File: src/rtl/mod_counter_if.sv
// Signal bundle for one mod_counter stage: control and modulus in, count/cout/tc out.
// The master side drives the controls; the counter itself connects to the slave side.
interface mod_counter_if #(
    parameter int WIDTH = 4
);
    logic             en;
    logic             up;
    logic             load;
    logic [WIDTH-1:0] load_val;
    logic [WIDTH-1:0] modulus;
    logic [WIDTH-1:0] count;
    logic             cout;
    logic             tc;

    modport master (
        output en, up, load, load_val, modulus,
        input  count, cout, tc
    );

    modport slave (
        input  en, up, load, load_val, modulus,
        output count, cout, tc
    );
endinterface

File: src/rtl/mod_counter.sv
// Up/down modulo counter (range 0..modulus) with load, registered wrap pulse and a
// combinational terminal count for cascading. MOD_COUNTER_WRAPCNT_EN adds a saturating wrap_cnt.
module mod_counter #(
    parameter int               WIDTH = 4,
    parameter logic [WIDTH-1:0] INIT  = '0
) (
    input  logic           clk,
    input  logic           reset,
    mod_counter_if.slave   bus
`ifdef MOD_COUNTER_WRAPCNT_EN
    ,
    output logic [7:0]     wrap_cnt
`endif
);

    logic [WIDTH-1:0] count_q, count_nxt;
    logic             cout_q, cout_nxt;

    // NOTE: every variable written here gets a default first, so no path infers a latch.
    always_comb begin
        count_nxt = count_q;
        cout_nxt  = 1'b0;
        if (bus.load) begin
            count_nxt = (bus.load_val > bus.modulus) ? bus.modulus : bus.load_val;
        end else if (bus.en) begin
            if (bus.up) begin
                if (count_q >= bus.modulus) begin
                    count_nxt = '0;
                    cout_nxt  = 1'b1;
                end else begin
                    count_nxt = count_q + WIDTH'(1);
                end
            end else begin
                if (count_q == '0) begin
                    count_nxt = bus.modulus;
                    cout_nxt  = 1'b1;
                end else if (count_q > bus.modulus) begin
                    // Out-of-range after the modulus was lowered: snap down without a borrow.
                    count_nxt = bus.modulus;
                end else begin
                    count_nxt = count_q - WIDTH'(1);
                end
            end
        end
    end

    // NOTE: state registers use non-blocking assignments so all flops update together.
    always_ff @(posedge clk or negedge reset) begin
        if (!reset) begin
            count_q <= INIT;
            cout_q  <= 1'b0;
        end else begin
            count_q <= count_nxt;
            cout_q  <= cout_nxt;
        end
    end

    assign bus.count = count_q;
    assign bus.cout  = cout_q;
    assign bus.tc    = bus.en & ~bus.load &
                       (bus.up ? (count_q >= bus.modulus) : (count_q == '0));

`ifdef MOD_COUNTER_WRAPCNT_EN
    always_ff @(posedge clk or negedge reset) begin
        if (!reset) begin
            wrap_cnt <= 8'd0;
        end else if (bus.load) begin
            wrap_cnt <= 8'd0;
        end else if (cout_nxt && (wrap_cnt != 8'hFF)) begin
            wrap_cnt <= wrap_cnt + 8'd1;
        end
    end
`endif

endmodule

File: src/flat_wrapper.sv
// flat-port wrapper written by rule: the top's interface ports become plain ports
module mod_counter_flat 
#(
    parameter int               WIDTH = 4,
    parameter logic [WIDTH-1:0] INIT  = '0
)
  (clk, reset, bus_en, bus_up, bus_load, bus_load_val, bus_modulus, bus_count, bus_cout, bus_tc);
  mod_counter_if #(.WIDTH(WIDTH)) bus_i ();
  input  logic clk;
  input  logic reset;
  input wire logic [$bits(bus_i.en)-1:0] bus_en;
  input wire logic [$bits(bus_i.up)-1:0] bus_up;
  input wire logic [$bits(bus_i.load)-1:0] bus_load;
  input wire logic [$bits(bus_i.load_val)-1:0] bus_load_val;
  input wire logic [$bits(bus_i.modulus)-1:0] bus_modulus;
  output wire logic [$bits(bus_i.count)-1:0] bus_count;
  output wire logic [$bits(bus_i.cout)-1:0] bus_cout;
  output wire logic [$bits(bus_i.tc)-1:0] bus_tc;
  assign bus_i.en = bus_en;
  assign bus_i.up = bus_up;
  assign bus_i.load = bus_load;
  assign bus_i.load_val = bus_load_val;
  assign bus_i.modulus = bus_modulus;
  assign bus_count = bus_i.count;
  assign bus_cout = bus_i.cout;
  assign bus_tc = bus_i.tc;
  mod_counter #(.WIDTH(WIDTH), .INIT(INIT)) u_core (.clk(clk), .reset(reset), .bus(bus_i));
endmodule
File: config.mk
export PLATFORM = sky130hd
export DESIGN_NAME = mod_counter_flat
export DESIGN_NICKNAME = d
export VERILOG_FILES = /design/src/rtl/mod_counter_if.sv /design/src/rtl/mod_counter.sv /design/src/flat_wrapper.sv
export SDC_FILE = /design/constraint.sdc
export NUM_CORES = 1
export LEC_CHECK = 0
export ABC_AREA = 1
export CORE_MARGIN = 5
export CORE_UTILIZATION = 32
export DETAILED_ROUTE_END_ITERATION = 8
export DONT_BUFFER_PORTS = 1
export MAX_ROUTING_LAYER = met4
export PLACE_DENSITY_LB_ADDON = 0.3
export SYNTH_ARGS = -nofsm -noshare
export SYNTH_HDL_FRONTEND = slang
export SYNTH_SLANG_ARGS = --single-unit
File: constraint.sdc
create_clock -name clk -period 2.15 [get_ports clk]
set_input_delay 0.645 -clock clk [delete_from_list [all_inputs] [get_ports clk]]
set_output_delay 0.645 -clock clk [all_outputs]
set_load 0.05 [all_outputs]
==> results of run 1 <==
## per-layer routing
layer	up-vias	share of wire (%)	global-route usage, %
li1	415	-	-
met1	365	41	13.03
met2	15	55	23.71
met3	0	4.4	4.232
met4	0	0	1.987
met5	-	0	-
## kinds of logic (layout without fill, tap and decap cells)
kind of cell             Yosys count  in the layout  synth area share, %
AND/OR/NAND/NOR                   59             59                37.37
buffers and inverters             20             41                10.10
AO/OA/AOI/OAI                     17             17                16.50
adder cells (fa/ha/maj)           10             10                16.84
flip-flops                         5              5                16.84
XOR/XNOR                           2              2                2.357
## sequential cells by signal, indices dropped and copies added (netlist names)
signal,flops
u_core.bus.cout,1
u_core.bus.count,4
## layout make-up
cell class | instances | area share, %
sequential | 5 | 13.32
timing repair buffer | 17 | 13.06
tap | 28 | 3.585
inverter | 20 | 8.451
multi-input combinational | 88 | 58.90
clock buffer | 4 | 2.689
## where the power goes
group          internal (W)  leakage [nW]  switching, W
sequential         0.000116        0.0564     0.0000263
clock             0.0000702        0.0150     0.0000392
combinational      0.000203         0.424      0.000302
## worst max-delay path by stage
stage	from	to	slack, ns	depth (start not counted)
after floorplan	bus_modulus[3]	bus_tc	-0.16	8
after global placement	bus_modulus[3]	bus_tc	-0.19	8
after detailed placement	bus_modulus[3]	bus_tc	-0.21	8
after CTS	bus_modulus[3]	bus_tc	-0.17	8
after global routing	bus_modulus[3]	bus_tc	-0.26	8
final	bus_modulus[3]	bus_tc	-0.17	8
## what timing repair did
item                                    in CTS  in global routing
pin swaps                                    5                  1
endpoints found under the setup margin       1                  1
resized for setup                            2                  1
setup buffers                                4                  0
## per-stage QoR
stage / std cells / cell area (um^2) / util [%] / setup slack, ns / TNS [ns]
after floorplan: 113 / 785.8 / - / -0.1574 / -0.1574
after global placement: 154 / 918.4 / 41.52 / -0.1870 / -0.1870
after detailed placement: 154 / 918.4 / 41.52 / -0.2091 / -0.2091
after CTS: 162 / 977.2 / 44.17 / -0.1694 / -0.1694
after global routing: 162 / 977.2 / 44.17 / -0.2590 / -0.2590
final: 162 / 977.2 / 44.17 / -0.1664 / -0.1664
## cells in the mapped netlist, drive strengths merged
cell type / count
a21oi: 13
dfrtp: 5
ha: 10
inv: 20
nand2: 29
nand3: 13
nand4: 4
nor2: 13
o21ai: 3
o31ai: 1
xnor2: 1
xor2: 1
==> impl_metrics.ini, run 1 <==
[sta]
timing.final.crit_period_ns = 2.316
final.setup.worst_slack_ns = -0.1664
setup_viol = 1
holdWs_ns = 0.09369
slew_headroom_pct = 70.49
finalCritPeriodShare_pct = 107.7
max_freq_mhz = 431.7
worst_pin_slew_ns = 0.4429
slew_viol_final = 0
hold_viol = 0
fin_worst_skew_ns = 0.004539
rsz0062_at_grt = yes

[logic_synthesis]
synth_nets = 136
syn-mean-instance-area_um2 = 6.577
synthCells = 113
yosysTopAreaCellShare_pct = 16.84
synth_top_area_cell = dfrtp_1
yosysSeqAreaShare_pct = 16.84
synth.distinct_cells = 19
ys_ff_latch = 5
synth_area_um2 = 743.2
synthTopCellsByArea = dfrtp_1 17%, ha_1 17%, nand2_1 13%
ys_warn_count = 0

[power_and_ir_drop]
ir_drop_mv = 0.4686
finalPower_w = 0.0007566
p_leak_nw = 0.4954
p_per_area_nw_per_um2 = 774.2

[detailed_routing]
routedWlPerCell_um = 11.71
postRouteAntennaNets = 0
vias = 795
drt_wl_total_mm = 1.897
drc = 0
first_iter_violations = 10
viasPerCell = 4.907
firstDrtPassIters = 4

[worst_setup_path]
cp_slowest_cell = ha_4
crit_fanout = 2
startpoint_type = primary input
cp.arrival_ns = 1.67
required_ns = 1.50
reg2reg_to = u_core.bus.count[3]$_DFFE_PN0P_
critPathKind = in -> out
rr_worst_depth = 13
worstPathCellList = clkinvlp_4 > ha_4 > nand2_2 > inv_2 > nand2_2 > nand4_1 > nand3_2 > clkinvlp_4
end_kind = output port
path_buf_inv = 3
r2r_slack_ns = 0.44
reg2reg_from = u_core.bus.count[3]$_DFFE_PN0P_
cpPeakStageDelay_ns = 0.26
crit_family = simple AND/OR/NAND/NOR gates

[clock_network]
hold_buffers = 0
cts.sinks = 5
path_clk_slew_ns = 0.05
cts_tree = built
insertion_delay_ns = 0.24
h-tree-depth = 1
numCtsBuffers = 3
clock_path_buffers = 2
root_buffer = clkbuf_4

[die]
start_util_pct = 33.60
ios = 19
die_y_um = 58.19
dieArea_um2 = 3386
core.rowCount = 17
coreArea_um2 = 2212
die_x_um = 58.19

[placement]
dp_hpwl_mm = 1.621
place_congestion = 0.8256
io_buffers = 0

[worst_hold_path]
hold_path.class = in -> async

[layout]
multiInputGateArea_um2 = 575.6
final_layout_size_suffix_gt1_share_pct = 35.07
diodes = 0
area_growth_pct = 31.48
fillers = 245
seq_area_um2 = 130.1
final_cell_mix = 24 x nand2_1, 17 x buf_4, 14 x inv_1
layout_commonest_cell = nand2_1
finalNetCount = 158

[job]
drv_cap = 0

[outcome]
status = finished with violations
violations = setup timing

[grt]
antenna_found_initial = 0
grtUsageTotal_pct = 12.72
grt_max_degree = 9
grt_overflow = 0
grt_pass1_wl_mm = 3.270
grt_pass1_vias = 785
Note: power is estimated with default switching activity, not from simulation.
==> run 2, diff against run 1 <==
==> constraint.sdc (replaced) <==
create_clock -name clk -period 2.15 [get_ports clk]
set_input_delay 0.645 -clock clk [delete_from_list [all_inputs] [get_ports clk]]
set_output_delay 0.645 -clock clk [all_outputs]
set_load 0.1 [all_outputs]
==> run 2 against run 1 <==
Against the previous run:
- the run still ends with setup timing left
- die area stayed put
- global-route usage is 1.2 points higher
- final area grew 7.7%
- first-iteration DRC count up 50%
- sequential cell count unchanged
- maximum frequency shrank 3.5%
- routed wire length grew 10%
- sequential share of layout area barely moved
==> impl_metrics.ini, run 2 (synthesized netlist as in run 1, its figures left out) <==
[outcome]
status = finished with violations
violations = setup timing

[worst_setup_path]
worstPathCellList = clkinvlp_4 > ha_4 > a21oi_4 > nand4_1 > nand3_2 > clkinvlp_4 > buf_12
reg2reg_from = u_core.bus.count[3]$_DFFE_PN0P_
critPathKind = in -> out
startpoint_type = primary input
cp.arrival_ns = 1.75
path_common_cell = clkinvlp_4
required_ns = 1.50
cp_slowest_cell = ha_4
end_kind = output port
crit_fanout = 2
crit_start = bus_modulus[3]
cpPeakStageDelay_ns = 0.27

[sta]
final.setup.worst_slack_ns = -0.2493
worst_pin_slew_ns = 0.3225
slew_headroom_pct = 78.50
finalCritPeriodShare_pct = 111.6
slew_viol_final = 0
hold_viol = 0
timing.final.crit_period_ns = 2.399
rsz0062_at_grt = yes
fin_worst_skew_ns = 0.004185
setup_viol = 1
max_freq_mhz = 416.8
tns_ns = -0.2493

[layout]
final_cell_mix = 24 x nand2_1, 20 x buf_4, 15 x inv_1
area_growth_pct = 41.58
layout_commonest_cell = nand2_1
largest_reg_flops = 4
fin_util_pct = 47.57
final_layout_size_suffix_gt1_share_pct = 36.96
finalNetCount = 162
fillers = 245
diodes = 0

[detailed_routing]
drc = 0
drt_wl_total_mm = 2.093
first_iter_violations = 15
viasPerCell = 4.843
vias = 804
routedWlPerCell_um = 12.61
firstDrtPassIters = 4
postRouteAntennaNets = 0

[die]
start_util_pct = 33.60
dieArea_um2 = 3386
die_x_um = 58.19
die_y_um = 58.19
core.rowCount = 17
coreArea_um2 = 2212
ios = 19

[power_and_ir_drop]
seqPwrFrac_pct = 16.5
clkPwrFrac_pct = 12.7
p_per_area_nw_per_um2 = 848.2
ir_drop_mv = 0.6020
pwr-share-comb_pct = 70.8
p_leak_nw = 0.5223
p_switching_w = 0.0004651
internal_power_w = 0.0004274
swShare_pct = 52.11

[grt]
grt_max_degree = 9
antenna_found_initial = 0
grt_pass1_wl_mm = 3.491
grt_pass1_vias = 800
grt_overflow = 0
grtUsageTotal_pct = 13.89

[clock_network]
hold_buffers = 0
cts_tree = built
numCtsBuffers = 3
cts.sinks = 5
root_buffer = clkbuf_4
insertion_delay_ns = 0.25
h-tree-depth = 1
clock_path_buffers = 2
path_clk_slew_ns = 0.05

[job]
drv_cap = 0

[worst_hold_path]
hold_path.class = in -> async

[placement]
place_congestion = 0.7896
dp_hpwl_mm = 1.817
io_buffers = 0
==> run 2: changes by cell type in the layout (fill, tap and decap cells not counted), sizes merged <==
cell / previous run / this run
buf: 17 / 21
==> run 2: worst max-delay path, delay by kind of cell <==
kind | cells | cell delay [ns]
AOI/OAI and AO/OA | 1 | 0.16
adders and majority gates | 1 | 0.27
buffers and inverters | 3 | 0.36
and+or+nand+nor | 2 | 0.31
==> run 2: cell type report <==
cell class	count	area, um^2	share of cell area [%]
repair buffers	21	170.2	16.17
flip-flops and latches	5	140.1	13.32
well taps	28	35.03	3.329
inverters	20	85.08	8.086
multi-input cells	88	595.6	56.60
clock buffers	4	26.28	2.497
==> run 2: worst paths after layout <==
kind | endpoint | slack, ns | cells after the start
min in group clk | u_core.bus.cout$_DFF_PN0_ | 0.57 | 2
worst min-delay path | u_core.bus.count[1]$_DFFE_PN0P_ | 0.09 | 0
worst max register to register | u_core.bus.count[0]$_DFFE_PN0P_ | 0.33 | 13
worst max-delay path | bus_tc | -0.25 | 7
max in group asynchronous | u_core.bus.count[3]$_DFFE_PN0P_ | 1.98 | 0
worst min register to register | u_core.bus.count[3]$_DFFE_PN0P_ | 0.75 | 3
==> run 2: what timing repair did <==
action,4_1_cts,5_1_grt
pin swaps,5,1
gates cloned,0,0
endpoints found under the setup margin,1,1
gates resized for setup,2,2
setup buffers,3,0
==> run 2: per-layer routing <==
metal,GRT usage [%],share of wire (%)
met4,2.980,0.91
met2,25.00,54
met1,14.61,40
met5,-,0
met3,4.677,5.2
==> run 2: per-stage QoR <==
stage          power (W)  cells  hold slack (ns)  setup slack [ns]  cell area [um^2]
2_1_floorplan  0.0005807    113           0.3494           -0.3199             795.8
4_1_cts        0.0008888    166          0.08160           -0.2576              1042
5_1_grt        0.0009660    166          0.06805           -0.3411              1052
3_5_place_dp   0.0007488    159           0.3495           -0.2891             978.4
3_3_place_gp   0.0007337    159           0.3496           -0.2257             978.4
6_report       0.0008925    166          0.08955           -0.2493              1052
==> run 2: power by group through the flow <==
stage | Combinational, W | Sequential (W) | Clock (W)
2_1_floorplan | 0.000288 | 0.000292 | 0
3_3_place_gp | 0.000586 | 0.000148 | 0
5_1_grt | 0.000688 | 0.000150 | 0.000127
6_report | 0.000632 | 0.000148 | 0.000113
4_1_cts | 0.000624 | 0.000147 | 0.000118
3_5_place_dp | 0.000599 | 0.000149 | 0
